$ cat src/rtl/apple_placer.sv
// apple_placer: picks a grid cell for the next apple that is not occupied by
// the snake. Random candidates come from the free-running LFSR. After
// MAX_TRIES collisions the block switches to a raster walk from the last
// candidate, which always terminates because MAX_LEN < GRID_W*GRID_H.
//
//   state  | meaning
//   IDLE   | apple committed and drawable, waiting for eat_evt
//   PICK   | snapshot snake, choose candidate cell (random or raster)
//   SCAN   | compare candidate against snapshot segment k, one per clock
//   COMMIT | publish candidate, pulse placed, return to IDLE
module apple_placer #(
    parameter int CELL      = 10,
    parameter int GRID_W    = 64,
    parameter int GRID_H    = 48,
    parameter int MAX_LEN   = 32,
    parameter int MAX_TRIES = 16,
    parameter int INIT_CX   = 40,
    parameter int INIT_CY   = 24
) (
    input  logic                   clk_pix,
    input  logic                   reset_n,
    input  logic                   eat_evt,
    input  logic [15:0]            rnd,
    input  logic [7:0]             snake_len,
    input  logic [MAX_LEN*10-1:0]  body_bus_x,
    input  logic [MAX_LEN*9-1:0]   body_bus_y,
    output logic [9:0]             apple_x,
    output logic [8:0]             apple_y,
    output logic                   apple_valid,
    output logic                   busy,
    output logic                   placed
);

    localparam int K_W  = (MAX_LEN > 1) ? $clog2(MAX_LEN) : 1;
    localparam int L_W  = $clog2(MAX_LEN + 1);
    localparam int T_W  = $clog2(MAX_TRIES + 1);
    localparam int CX_W = $clog2(GRID_W);
    localparam int CY_W = $clog2(GRID_H);

    localparam logic [9:0] INIT_PX = 10'(INIT_CX * CELL);
    localparam logic [8:0] INIT_PY = 9'(INIT_CY * CELL);

    typedef enum logic [1:0] {
        S_IDLE   = 2'd0,
        S_PICK   = 2'd1,
        S_SCAN   = 2'd2,
        S_COMMIT = 2'd3
    } state_t;

    state_t r_state;
    state_t w_state_nxt;

    logic [MAX_LEN*10-1:0] r_body_x;
    logic [MAX_LEN*9-1:0]  r_body_y;
    logic [L_W-1:0]        r_len;
    logic [K_W-1:0]        r_k;
    logic [T_W-1:0]        r_tries;
    logic [CX_W-1:0]       r_cx;
    logic [CY_W-1:0]       r_cy;
    logic [9:0]            r_px;
    logic [8:0]            r_py;
    logic [9:0]            r_apple_x;
    logic [8:0]            r_apple_y;
    logic                  r_apple_valid;
    logic                  r_busy;
    logic                  r_placed;

    logic [L_W-1:0]        w_len_in;
    logic [CX_W-1:0]       w_cand_cx;
    logic [CY_W-1:0]       w_cand_cy;
    logic [9:0]            w_cand_px;
    logic [8:0]            w_cand_py;
    logic [9:0]            w_seg_x [MAX_LEN];
    logic [8:0]            w_seg_y [MAX_LEN];
    logic                  w_hit;
    logic                  w_last;

    assign apple_x     = r_apple_x;
    assign apple_y     = r_apple_y;
    assign apple_valid = r_apple_valid;
    assign busy        = r_busy;
    assign placed      = r_placed;

    // Clamp the live length to bus capacity; extra segments do not exist.
    always_comb begin
        w_len_in = snake_len[L_W-1:0];
        if (snake_len > 8'(MAX_LEN)) begin
            w_len_in = L_W'(MAX_LEN);
        end
    end

    // Candidate cell: random while tries remain, otherwise raster step from the last candidate.
    always_comb begin
        w_cand_cx = CX_W'(rnd[15:8] % 8'(GRID_W));
        w_cand_cy = CY_W'(rnd[7:0] % 8'(GRID_H));
        if (r_tries >= T_W'(MAX_TRIES)) begin
            if (r_cx == CX_W'(GRID_W - 1)) begin
                w_cand_cx = '0;
                w_cand_cy = (r_cy == CY_W'(GRID_H - 1)) ? '0 : r_cy + CY_W'(1);
            end else begin
                w_cand_cx = r_cx + CX_W'(1);
                w_cand_cy = r_cy;
            end
        end
        w_cand_px = 10'(w_cand_cx) * 10'(CELL);
        w_cand_py = 9'(w_cand_cy) * 9'(CELL);
    end

    // Unpack the snapshot buses so segment k can be selected by index.
    always_comb begin
        for (int k = 0; k < MAX_LEN; k++) begin
            w_seg_x[k] = r_body_x[(MAX_LEN - k) * 10 - 1 -: 10];
            w_seg_y[k] = r_body_y[(MAX_LEN - k) * 9 - 1 -: 9];
        end
        w_hit  = (w_seg_x[r_k] == r_px) && (w_seg_y[r_k] == r_py);
        w_last = ({1'b0, r_k} == (r_len - L_W'(1)));
    end

    // Next-state decode.
    always_comb begin
        w_state_nxt = r_state;
        case (r_state)
            S_IDLE:   if (eat_evt) w_state_nxt = S_PICK;
            S_PICK:   w_state_nxt = (w_len_in == '0) ? S_COMMIT : S_SCAN;
            S_SCAN: begin
                if (w_hit) begin
                    w_state_nxt = S_PICK;
                end else if (w_last) begin
                    w_state_nxt = S_COMMIT;
                end
            end
            S_COMMIT: w_state_nxt = S_IDLE;
            default:  w_state_nxt = S_IDLE;
        endcase
    end

    // State register.
    always_ff @(posedge clk_pix or negedge reset_n) begin
        if (!reset_n) begin
            r_state <= S_IDLE;
        end else begin
            r_state <= w_state_nxt;
        end
    end

    // Datapath and registered outputs; apple outputs move only in COMMIT.
    always_ff @(posedge clk_pix or negedge reset_n) begin
        if (!reset_n) begin
            r_body_x      <= '0;
            r_body_y      <= '0;
            r_len         <= '0;
            r_k           <= '0;
            r_tries       <= '0;
            r_cx          <= CX_W'(INIT_CX);
            r_cy          <= CY_W'(INIT_CY);
            r_px          <= INIT_PX;
            r_py          <= INIT_PY;
            r_apple_x     <= INIT_PX;
            r_apple_y     <= INIT_PY;
            r_apple_valid <= 1'b1;
            r_busy        <= 1'b0;
            r_placed      <= 1'b0;
        end else begin
            r_placed <= 1'b0;
            case (r_state)
                S_IDLE: begin
                    if (eat_evt) begin
                        r_busy        <= 1'b1;
                        r_apple_valid <= 1'b0;
                        r_tries       <= '0;
                    end
                end
                S_PICK: begin
                    r_body_x <= body_bus_x;
                    r_body_y <= body_bus_y;
                    r_len    <= w_len_in;
                    r_cx     <= w_cand_cx;
                    r_cy     <= w_cand_cy;
                    r_px     <= w_cand_px;
                    r_py     <= w_cand_py;
                    r_k      <= '0;
                end
                S_SCAN: begin
                    if (w_hit) begin
                        if (r_tries != T_W'(MAX_TRIES)) begin
                            r_tries <= r_tries + T_W'(1);
                        end
                    end else if (!w_last) begin
                        r_k <= r_k + K_W'(1);
                    end
                end
                S_COMMIT: begin
                    r_apple_x     <= r_px;
                    r_apple_y     <= r_py;
                    r_placed      <= 1'b1;
                    r_apple_valid <= 1'b1;
                    r_busy        <= 1'b0;
                end
                default: ;
            endcase
        end
    end

endmodule

$ cat config.mk
export PLATFORM = sky130hd
export DESIGN_NAME = apple_placer
export DESIGN_NICKNAME = d
export VERILOG_FILES = /design/src/rtl/apple_placer.sv
export SDC_FILE = /design/constraint.sdc
export NUM_CORES = 2
export LEC_CHECK = 0
export CORE_MARGIN = 2
export CORE_UTILIZATION = 50
export CTS_BUF_LIST = sky130_fd_sc_hd__clkbuf_8
export DETAILED_ROUTE_END_ITERATION = 6
export PLACE_DENSITY = 0.77
export SYNTH_ARGS = -nofsm -noshare
export SYNTH_HDL_FRONTEND = slang
export SYNTH_SLANG_ARGS = --single-unit
$ cat constraint.sdc
create_clock -name clk_pix -period 4.2 [get_ports clk_pix]
set_clock_uncertainty 0.2 [all_clocks]
set_input_delay 1.26 -clock clk_pix [delete_from_list [all_inputs] [get_ports clk_pix]]
set_output_delay 1.26 -clock clk_pix [all_outputs]
set_load 0.01 [all_outputs]
==> results.json <==
{
  "cts_max_level": 3,
  "cts_root_buf": "clkbuf_8",
  "finalWorstSetupSlack_ns": 0.08840,
  "initial_utilization_pct": 50.81,
  "synthSimpleGateAreaFrac_pct": 25.70,
  "vias_per_cell": 5.439,
  "critPathKind": "reg -> reg",
  "die_w_microns": 254.9,
  "numCtsBuffers": 109,
  "hpwlAfterDp_microns": 82570,
  "path_clk_slew_ns": 0.07,
  "hold_violations": 0,
  "max-vdd-ir-drop_uv": 386.4,
  "drive_gt1_share_pct": 10.06,
  "synthArstFlopShare_pct": 100.0,
  "routedWlPerCell_microns": 21.97,
  "setup_tns_ns": 0,
  "synth_xor_area_share_pct": 0.9184,
  "grtUsageMet2_pct": 52.82,
  "startpoint_type": "register",
  "end_kind": "register",
  "tightest_slew_ns": 1.044,
  "rows": 91,
  "vias": 27724,
  "fin_crit_sh_pct": 97.90,
  "status": "finished clean",
  "cts_tree": "done",
  "power_density_nw_per_um2": 753.4,
  "grt_pass1_vias": 27175,
  "synth_edf_count": 0,
  "use_met1_pct": 45.83,
  "worstSkewPairLatency_ns": 0.71,
  "synthAdderAreaFrac_pct": 1.002,
  "reg2reg_depth": 13,
  "ant_nets": 0,
  "die_h_microns": 254.9,
  "clock_sinks": 671,
  "grt_pass1_wl_microns": 163600,
  "hold_ws_ns": 0.2659,
  "synth_cell_types": 70,
  "yosys-mux-area-fraction_pct": 10.96,
  "stdcell_area_sq_um": 41610,
  "top_usage_layer": "met2",
  "ys_seq_area_share_pct": 53.43,
  "place_area_sq_um": 39250,
  "leakagePower_nw": 20.23,
  "synth_top_family_by_area": "simple AND/OR/NAND/NOR gates",
  "critPathMaxFanout": 17,
  "synth_top_flop_cell": "dfrtp_1",
  "syn_area_per_cell_sq_um": 9.012,
  "grt_max_degree": 201,
  "antenna_found_initial": 48,
  "die-area_sq_um": 64960,
  "cp.arrival_ns": 4.55,
  "placed_cells": 4867,
  "syn_inst": 3492,
  "worstHoldPathType": "reg -> reg",
  "maxCapViolCount": 0,
  "routed_wl_microns": 112000,
  "yosysWarnings": 0,
  "cts-root-to-sink-buffers": 3,
  "port_buffers": 652,
  "post_layout_nonfiller_instances": 5097,
  "grt_overflow_total": 0,
  "synth_compound_gate_area_share_pct": 4.719,
  "drtIter0Drc": 2775,
  "synth_area_sq_um": 31470,
  "grt_use_met3_pct": 6.600,
  "gp_congestion": 0.9289,
  "fin_crit_ns": 4.112,
  "drv_slew": 0,
  "firstDrtPassIters": 6,
  "grt_usage_pct": 34.01,
  "ios": 657,
  "place_ws_ns": 0.01068,
  "coreArea_sq_um": 61940,
  "fin_nets": 4800,
  "required_ns": 4.64,
  "finalSetupViolCount": 0,
  "worstHoldPathCells": 2,
  "area_growth_pct": 32.23,
  "fmax_mhz": 243.2,
  "ys_ff_latch": 671,
  "drc_errors": 0,
  "slew_headroom_pct": 30.14
}
[worst paths after layout]
path	from	to	slack [ns]
max in group asynchronous	reset_n	r_body_y[71]	2.43
min reg2reg	r_body_y[79]	r_body_y[79]	0.27
min	r_body_y[79]	r_body_y[79]	0.27
min in group asynchronous	reset_n	r_body_y[246]	0.36
max reg2reg	r_k[0]	r_k[1]	0.09
max	r_k[0]	r_k[1]	0.09
[cells in the mapped netlist (15+ instances only)]
cell type | number | area [sq um]
xor2_1 | 21 | 183.9
ha_1 | 22 | 275.3
mux2_2 | 30 | 337.8
dfstp_2 | 19 | 499.2
inv_1 | 15 | 56.30
nor2_1 | 46 | 172.7
nand2_1 | 1922 | 7214
o21ai_0 | 33 | 165.2
nand3_1 | 23 | 115.1
dfrtp_1 | 652 | 16320
mux4_2 | 87 | 1959
a21oi_1 | 39 | 195.2
nor2b_1 | 15 | 93.84
nor3_1 | 22 | 110.1
o22ai_1 | 20 | 125.1
a22oi_1 | 32 | 240.2
mux2i_1 | 114 | 1141
clkbuf_1 | 168 | 630.6
[worst max-delay path: stages, from the launching register on]
cell and delay [ns]:
dfrtp_4 0.46, buf_12 0.21, buf_4 0.22, mux4_2 0.51
mux2_2 0.32, a22oi_1 0.44, a22oi_1 0.18, xor2_1 0.19
a2111oi_2 0.33, nand4_1 0.13, buf_4 0.18, o21ai_2 0.21
mux2_2 0.36, nand2_1 0.07
[layer usage]
layer,routed length (microns),up-vias
li1,-,12662
met1,44970,13581
met2,53030,1232
met3,8872,245
met4,5068,4
met5,18,-
[cell type report]
type                            instances  area (sq um)
Fill cell                            4974         20330
Sequential cell                       671         16830
Multi-Input combinational cell       2590         13680
Timing Repair Buffer                  752          7656
Clock buffer                          138          1899
Tap cell                              837          1047
Clock inverter                         46         319.1
Antenna cell                           46         115.1
Inverter                               17         63.81
[logic make-up after synthesis]
kind of cell               count (synthesis)
xor gates and xnor gates                  33
muxes                                    232
other                                      1
AOI/OAI and AO/OA                        214
and+or+nand+nor                         2085
adders and majority gates                 24
buffers and inverters                    232
DFF                                      671
[placed cells by master (no fill, tap or decap), types with 10 or more instances in the layout]
cell / count
nand2_1: 1921
clkdlybuf4s50_1: 651
dfrtp_1: 647
clkbuf_8: 138
mux2i_1: 110
mux4_2: 87
buf_4: 70
diode_2: 46
nor2_1: 44
a21oi_1: 39
inv_1: 37
o21ai_0: 33
a22oi_1: 32
mux2_2: 30
buf_12: 28
nand3_1: 23
nor3_1: 22
ha_1: 22
xor2_1: 21
o22ai_1: 20
dfstp_2: 19
clkinv_2: 15
nor2b_1: 13
xnor2_1: 12
o221ai_1: 11
a31oi_1: 10
o2111ai_1: 10
[where the power goes]
part	internal, mW	switching, mW	leakage, nW
clock	3.18	2.67	1.24
combinational	5.61	8.04	10.8
sequential	9.73	2.12	8.23
total	18.5	12.8	20.2
[stage by stage]
stage          total power [mW]  utilization [%]
3_3_place_gp              24.78            63.36
3_5_place_dp              25.24            63.36
2_1_floorplan             20.02                -
4_1_cts                   31.16            66.95
6_report                  31.35            67.18
5_1_grt                   33.24            67.16
[registers in the layout, summed over array words and instances (netlist names)]
name and count:
apple_y 8, r_body_y 288, r_body_x 320, r_cy 6
r_cx 6, placed 1, busy 1, r_len 6
r_tries 5, apple_x 9, r_px 7, r_state 2
apple_valid 1, r_py 6, r_k 5
[timing repair]
action                     CTS  global route
setup endpoints to repair    0            10
gates resized for setup      0             8
hold buffers                 0             0
setup buffers                0             0
No activity file was read; power rests on OpenSTA's default activity.
